--- src/rtl/pixel_writeback_pkg.sv ---
// Shared types for the pixel write-back path: the buffered pixel record and FSM encodings.
package pixel_writeback_pkg;

  typedef struct packed {
    logic [31:0] addr;
    logic [15:0] color;
  } pixel_write_t;

  typedef enum logic [1:0] {
    WB_IDLE  = 2'd0,
    WB_WRITE = 2'd1,
    WB_ERROR = 2'd2
  } wb_state_t;

  function automatic pixel_write_t make_pixel(input logic [31:0] addr, input logic [15:0] color);
    pixel_write_t px;
    px.addr  = addr;
    px.color = color;
    return px;
  endfunction

endpackage

--- src/rtl/pixel_writeback_if.sv ---
// Pixel input handshake plus the Avalon-MM write master bus; "master" is the write-back block side.
interface pixel_writeback_if;
  logic        in_valid;
  logic        in_ready;
  logic [31:0] in_address;
  logic [15:0] in_color;
  logic [31:0] m1_address;
  logic [15:0] m1_writedata;
  logic        m1_write;
  logic        m1_waitrequest;

  modport master (
    input  in_valid, in_address, in_color, m1_waitrequest,
    output in_ready, m1_address, m1_writedata, m1_write
  );

  modport slave (
    output in_valid, in_address, in_color, m1_waitrequest,
    input  in_ready, m1_address, m1_writedata, m1_write
  );
endinterface

--- src/rtl/pixel_writeback_sync_fifo.sv ---
// Synchronous FIFO with a registered head entry, occupancy count and a flush that empties it in one edge.
module sync_fifo #(
  parameter int WIDTH = 48,
  parameter int DEPTH = 8
) (
  input  logic                       clock,
  input  logic                       reset,
  input  logic                       flush,
  input  logic                       push,
  input  logic                       pop,
  input  logic [WIDTH-1:0]           din,
  output logic [WIDTH-1:0]           head,
  output logic [$clog2(DEPTH+1)-1:0] count,
  output logic                       full,
  output logic                       empty
);
  localparam int AW = $clog2(DEPTH);
  localparam int CW = $clog2(DEPTH+1);

  logic [WIDTH-1:0] mem_r [DEPTH];
  logic [AW-1:0]    wr_ptr_r;
  logic [AW-1:0]    rd_ptr_r;
  logic [CW-1:0]    count_r;
  logic             do_push_s;
  logic             do_pop_s;

  assign full      = (count_r == CW'(DEPTH));
  assign empty     = (count_r == {CW{1'b0}});
  assign count     = count_r;
  assign head      = mem_r[rd_ptr_r];
  assign do_push_s = push && !full;
  assign do_pop_s  = pop && !empty;

  // Storage, pointers and occupancy; pointers wrap naturally since DEPTH is a power of two.
  always_ff @(posedge clock) begin
    if (reset) begin
      for (int i = 0; i < DEPTH; i++) begin
        mem_r[i] <= {WIDTH{1'b0}};
      end
      wr_ptr_r <= {AW{1'b0}};
      rd_ptr_r <= {AW{1'b0}};
      count_r  <= {CW{1'b0}};
    end else if (flush) begin
      wr_ptr_r <= {AW{1'b0}};
      rd_ptr_r <= {AW{1'b0}};
      count_r  <= {CW{1'b0}};
    end else begin
      if (do_push_s) begin
        mem_r[wr_ptr_r] <= din;
        wr_ptr_r        <= wr_ptr_r + AW'(1);
      end
      if (do_pop_s) begin
        rd_ptr_r <= rd_ptr_r + AW'(1);
      end
      count_r <= count_r + CW'(do_push_s) - CW'(do_pop_s);
    end
  end
endmodule

--- src/rtl/pixel_writeback.sv ---
// Buffers shader pixels and drives the framebuffer Avalon write master, flagging a stuck bus as a sticky error.
module pixel_writeback
  import pixel_writeback_pkg::*;
#(
  parameter int DEPTH       = 8,
  parameter int STALL_LIMIT = 1024
) (
  input  logic                       clock,
  input  logic                       reset,
  pixel_writeback_if.master          bus,
  output logic [$clog2(DEPTH+1)-1:0] pending,
  output logic                       idle,
  output logic                       error,
  input  logic                       clear_error
);
  localparam int CW = $clog2(DEPTH+1);
  localparam int SW = $clog2(STALL_LIMIT+1);
  localparam logic [1:0] ST_IDLE  = WB_IDLE;
  localparam logic [1:0] ST_WRITE = WB_WRITE;
  localparam logic [1:0] ST_ERROR = WB_ERROR;

  logic [1:0]    state_r;
  logic [1:0]    state_s;
  logic [SW-1:0] stall_cnt_r;
  logic [SW-1:0] stall_cnt_s;
  logic          error_r;
  logic          idle_r;
  logic          push_s;
  logic          pop_s;
  logic          flush_s;
  logic          full_s;
  logic          empty_s;
  logic [CW-1:0] count_s;
  logic [CW-1:0] count_next_s;
  pixel_write_t  head_s;

  sync_fifo #(.WIDTH($bits(pixel_write_t)), .DEPTH(DEPTH)) u_fifo (
    .clock (clock),
    .reset (reset),
    .flush (flush_s),
    .push  (push_s),
    .pop   (pop_s),
    .din   (make_pixel(bus.in_address, bus.in_color)),
    .head  (head_s),
    .count (count_s),
    .full  (full_s),
    .empty (empty_s)
  );

  // ERROR swallows input pixels, so it always looks ready upstream.
  assign bus.in_ready     = (state_r == ST_ERROR) ? 1'b1 : !full_s;
  assign bus.m1_write     = (state_r == ST_WRITE);
  assign bus.m1_address   = head_s.addr;
  assign bus.m1_writedata = head_s.color;
  assign push_s           = bus.in_valid && bus.in_ready && (state_r != ST_ERROR);
  assign pop_s            = (state_r == ST_WRITE) && !bus.m1_waitrequest;
  assign count_next_s     = flush_s ? {CW{1'b0}} : (count_s + CW'(push_s) - CW'(pop_s));
  assign pending          = count_s;
  assign idle             = idle_r;
  assign error            = error_r;

  // Next-state, stall counter and flush decode.
  always_comb begin
    state_s     = state_r;
    stall_cnt_s = stall_cnt_r;
    flush_s     = 1'b0;
    case (state_r)
      ST_IDLE: begin
        if (push_s) begin
          state_s = ST_WRITE;
        end else begin
          state_s = ST_IDLE;
        end
      end
      ST_WRITE: begin
        if (bus.m1_waitrequest) begin
          if (stall_cnt_r >= SW'(STALL_LIMIT - 1)) begin
            state_s     = ST_ERROR;
            stall_cnt_s = {SW{1'b0}};
            flush_s     = 1'b1;
          end else begin
            stall_cnt_s = stall_cnt_r + SW'(1);
          end
        end else begin
          stall_cnt_s = {SW{1'b0}};
          if ((count_s == CW'(1)) && !push_s) begin
            state_s = ST_IDLE;
          end else begin
            state_s = ST_WRITE;
          end
        end
      end
      ST_ERROR: begin
        if (clear_error) begin
          state_s = ST_IDLE;
        end else begin
          state_s = ST_ERROR;
        end
      end
      default: begin
        state_s     = ST_IDLE;
        stall_cnt_s = {SW{1'b0}};
      end
    endcase
  end

  // State and registered status flags.
  always_ff @(posedge clock) begin
    if (reset) begin
      state_r     <= ST_IDLE;
      stall_cnt_r <= {SW{1'b0}};
      error_r     <= 1'b0;
      idle_r      <= 1'b1;
    end else begin
      state_r     <= state_s;
      stall_cnt_r <= stall_cnt_s;
      error_r     <= (state_s == ST_ERROR);
      idle_r      <= (count_next_s == {CW{1'b0}}) && (state_s != ST_ERROR);
    end
  end
endmodule
--- src/flat_wrapper.sv ---
// flat-port wrapper written by rule: the top's interface ports become plain ports
module pixel_writeback_flat import pixel_writeback_pkg::*;
#(
  parameter int DEPTH       = 8,
  parameter int STALL_LIMIT = 1024
)
  (clock, reset, pending, idle, error, clear_error, bus_in_valid, bus_in_address, bus_in_color, bus_m1_waitrequest, bus_in_ready, bus_m1_address, bus_m1_writedata, bus_m1_write);
  pixel_writeback_if bus_i ();
  input  logic clock;
  input  logic reset;
  output logic [$clog2(DEPTH+1)-1:0] pending;
  output logic idle;
  output logic error;
  input  logic clear_error;
  input wire logic [$bits(bus_i.in_valid)-1:0] bus_in_valid;
  input wire logic [$bits(bus_i.in_address)-1:0] bus_in_address;
  input wire logic [$bits(bus_i.in_color)-1:0] bus_in_color;
  input wire logic [$bits(bus_i.m1_waitrequest)-1:0] bus_m1_waitrequest;
  output wire logic [$bits(bus_i.in_ready)-1:0] bus_in_ready;
  output wire logic [$bits(bus_i.m1_address)-1:0] bus_m1_address;
  output wire logic [$bits(bus_i.m1_writedata)-1:0] bus_m1_writedata;
  output wire logic [$bits(bus_i.m1_write)-1:0] bus_m1_write;
  assign bus_i.in_valid = bus_in_valid;
  assign bus_i.in_address = bus_in_address;
  assign bus_i.in_color = bus_in_color;
  assign bus_i.m1_waitrequest = bus_m1_waitrequest;
  assign bus_in_ready = bus_i.in_ready;
  assign bus_m1_address = bus_i.m1_address;
  assign bus_m1_writedata = bus_i.m1_writedata;
  assign bus_m1_write = bus_i.m1_write;
  pixel_writeback #(.DEPTH(DEPTH), .STALL_LIMIT(STALL_LIMIT)) u_core (.clock(clock), .reset(reset), .bus(bus_i), .pending(pending), .idle(idle), .error(error), .clear_error(clear_error));
endmodule
--- config.mk ---
export PLATFORM = sky130hd
export DESIGN_NAME = pixel_writeback_flat
export DESIGN_NICKNAME = d
export VERILOG_FILES = /design/src/rtl/pixel_writeback_pkg.sv /design/src/rtl/pixel_writeback_if.sv /design/src/rtl/pixel_writeback_sync_fifo.sv /design/src/rtl/pixel_writeback.sv /design/src/flat_wrapper.sv
export SDC_FILE = /design/constraint.sdc
export NUM_CORES = 1
export LEC_CHECK = 0
export CAP_MARGIN = 20
export CORE_ASPECT_RATIO = 0.9
export CORE_UTILIZATION = 50
export CTS_BUF_LIST = sky130_fd_sc_hd__clkbuf_4
export DETAILED_ROUTE_END_ITERATION = 10
export PLACE_DENSITY = 0.66
export SYNTH_ARGS = -nofsm -noshare
export SYNTH_HDL_FRONTEND = slang
export SYNTH_SLANG_ARGS = --single-unit
--- constraint.sdc ---
create_clock -name clock -period 3.3 [get_ports clock]
set_input_delay 0.66 -clock clock [delete_from_list [all_inputs] [get_ports clock]]
set_output_delay 0.66 -clock clock [all_outputs]
set_load 0.05 [all_outputs]
==> results.sh <==
export IMPL_status="completed"
export IMPL_wl_met3_um=2990
export IMPL_critPathMaxStageDelay_ns=0.54
export IMPL_cts_tree="yes"
export IMPL_routed_top_layer="met4"
export IMPL_slew_violations=0
export IMPL_critical_path_buf_inv_count=2
export IMPL_grt_pass1_vias=11074
export IMPL_synth_flop_cell="edfxtp_1"
export IMPL_tightest_slew_ns=0.842
export IMPL_path_class="reg -> out"
export IMPL_synth_edf_count=384
export IMPL_clkTransAtPathRegs_ns=0.06
export IMPL_fill_cells=2833
export IMPL_core_area_sq_um=35500
export IMPL_multi_input_area_sq_um=5530
export IMPL_cp_data_arrival_time_ns=2.49
export IMPL_slowest_stage="mux4_2"
export IMPL_grt_max_degree=49
export IMPL_insertion_delay_ns=0.77
export IMPL_hold_class="reg -> reg"
export IMPL_drv_cap=0
export IMPL_drc=0
export IMPL_grt_usage=0.232
export IMPL_clock_path_buffers=3
export IMPL_rsz0062_at_grt="no"
export IMPL_synth_seq_cells=412
export IMPL_die_x_um=203
export IMPL_routabilityCongestion=0.755
export IMPL_cp_required_ns=2.64
export IMPL_fin_tns_setup_ns=0
export IMPL_cp_top_family="multiplexers"
export IMPL_io_pins=109
export IMPL_drive_above_1_share=0.285
export IMPL_cts_root_buffer_cell="clkbuf_4"
export IMPL_grt_pass1_wl_um=64100
export IMPL_dr_wl_met2_um=19600
export IMPL_syn_nets=1337
export IMPL_p_leak_uw=0.00747
export IMPL_fmax_mhz=318
export IMPL_nNetsFinal=1466
export IMPL_drt_initial_drc_count=970
export IMPL_path_cells="buf_6 -> mux4_2 -> mux2_2 -> buf_4"
export IMPL_synth_cells=1270
export IMPL_setup_violations=0
export IMPL_initial_utilization=0.514
export IMPL_power_total_uw=13600
export IMPL_wl_um=41500
export IMPL_antenna_found_initial=1
export IMPL_grt_overflow=0
export IMPL_hpwlAfterDp_um=23400
export IMPL_yosys_area_top_type="edfxtp_1"
export IMPL_post_place_ws_ns=0.317
export IMPL_syn_avg_cell_area_sq_um=14.3
export IMPL_endpoint_kind="primary output"
export IMPL_clock_sinks=412
export IMPL_finalCritPeriodShare=0.954
export IMPL_synth_area_leaders="edfxtp_1 63%, mux4_2 12%, nor2_1 8.3%"
export IMPL_ctsHoldBuffers=0
export IMPL_vias=10871
export IMPL_setup_slack_ns=0.152
export IMPL_met1_length_um=18300
export IMPL_finalHoldViolCount=0
export IMPL_ys_async_sr_fraction=0
export IMPL_critPathLaunchType="flop"
export IMPL_htree_levels=3
export IMPL_power_density_nw_per_um2=642
export IMPL_die_y_um=183
export IMPL_finClkSkew_ns=0.0681
export IMPL_first_pass_iters=5
export IMPL_cts_inserted_buffers=103
export IMPL_post_synth_top_area_fraction=0.633
export IMPL_synth_area_sq_um=18200
export IMPL_antenna_left=0
export IMPL_relSlewSlack=0.438
export IMPL_die_area_sq_um=37200
export IMPL_seqCellArea_sq_um=12100
export IMPL_area_delta_synth_final_pct=16.5
export IMPL_avgRoutedWirePerCell_um=21.3
export IMPL_ys_warn_count=0
export IMPL_vias_per_cell=5.58
export IMPL_rows=65
export IMPL_hold_slack_ns=0.488
export IMPL_io_buffers=108
export IMPL_crit_fanout=15
export IMPL_period_needed_ns=3.15
export IMPL_ys_types=50
export IMPL_peakVddDrop_mv=0.511
export IMPL_synth_seq_area_share=0.664
logic make-up (layout without fill, tap and decap cells):
logic type	Yosys count	count (layout)	synth area share
fa+ha+maj	14	14	0.0104
compound gates	41	41	0.0185
mux	146	146	0.150
xor+xnor	7	7	0.00337
other cells	0	1	0
flops	412	412	0.664
simple gates	502	502	0.116
buf+inv	148	356	0.0383
final cells by class:
cell class	instances	area share
antenna	1	0.000118
clock buffer	152	0.0538
clock inverter	32	0.00997
inverter	19	0.00336
multi-input combinational	710	0.261
sequential	412	0.570
tap	469	0.0277
timing repair buffer	153	0.0739
final timing paths:
check | startpoint | end | slack, ns | cells past startpoint
setup / recovery | flop | bus_m1_writedata[6] | 0.15 | 4
hold / removal | u_core.stall_cnt_r[6] | u_core.stall_cnt_r[6] | 0.49 | 2
setup reg to reg | u_core.u_fifo.count[2] | u_core.u_fifo.mem_r[3][3] | 0.75 | 8
hold reg to reg | u_core.stall_cnt_r[6] | u_core.stall_cnt_r[6] | 0.49 | 2
layer usage:
metal	track usage	vias up
met1	0.334	5501
met5	0	-
met4	0.0728	0
met2	0.366	414
li1	-	4899
met3	0.0396	57
registers in the layout, summed over array words and instances, names as in the netlist, named ones only:
| name | cells |
|---|---|
| u_core.u_fifo.mem_r | 384 |
| u_core.stall_cnt_r | 11 |
| u_core.u_fifo.count | 4 |
| u_core.u_fifo.rd_ptr_r | 3 |
| u_core.u_fifo.wr_ptr_r | 3 |
| u_core.state_r | 2 |
| u_core.error | 1 |
| u_core.idle | 1 |
where the power goes:
group / total [uW] / leakage, uW / switching, uW / internal, uW
combinational: 3030 / 0.00244 / 1840 / 1190
clock: 4320 / 0.000804 / 1980 / 2340
sequential: 6270 / 0.00422 / 148 / 6120
worst reg2reg max path, cell delays in order (launching register included):
cell and delay [ns]:
dfxtp_1 0.31, inv_1 0.10, ha_1 0.20, or3b_1 0.38
and3_1 0.21, buf_4 0.22, o211ai_4 0.10, buf_4 0.65
nor2_1 0.12
synthesized netlist by cell type (all sizes together) (2+ instances only):
library cell / n
o21ai: 6
nor3: 2
o22ai: 2
nor2: 401
ha: 12
mux2: 48
mux4: 96
a31oi: 6
clkbuf: 27
dfxtp: 28
nand4: 3
and4: 2
or3: 3
a21o: 3
o2111ai: 6
buf: 102
nand2b: 59
inv: 19
a21oi: 5
o211ai: 3
and3: 5
nand2: 11
nand3: 8
edfxtp: 384
nor2b: 3
fa: 2
mux2i: 2
xnor2: 6
layout by cell type, fill, tap and decap left out, types with 6 or more instances in the layout:
master and count:
nand2_1 11, o21ai_0 6, buf_4 70, inv_1 19, clkinv_2 6, o2111ai_4 6
clkinv_1 22, mux2_2 48, buf_12 21, ha_1 12, edfxtp_1 384, clkbuf_4 152
clkdlybuf4s50_1 59, nand2b_2 8, xnor2_1 6, dfxtp_1 25, nor2_1 401, nand3_1 8
nand2b_1 51, mux4_2 96
stage by stage:
step	utilization	instances	cell area, sq um
6_report	0.598	1948	21200
5_1_grt	0.598	1948	21200
4_1_cts	0.598	1946	21200
3_5_place_dp	0.559	1762	19800
3_3_place_gp	0.559	1762	19800
2_1_floorplan	-	1270	18200
what timing repair did:
| action | in CTS | in global routing |
|---|---|---|
| resized for setup | 1 | 0 |
| setup endpoints to repair | 1 | 0 |
| buffers inserted | 0 | 0 |
No activity file was read; power rests on OpenSTA's default activity.
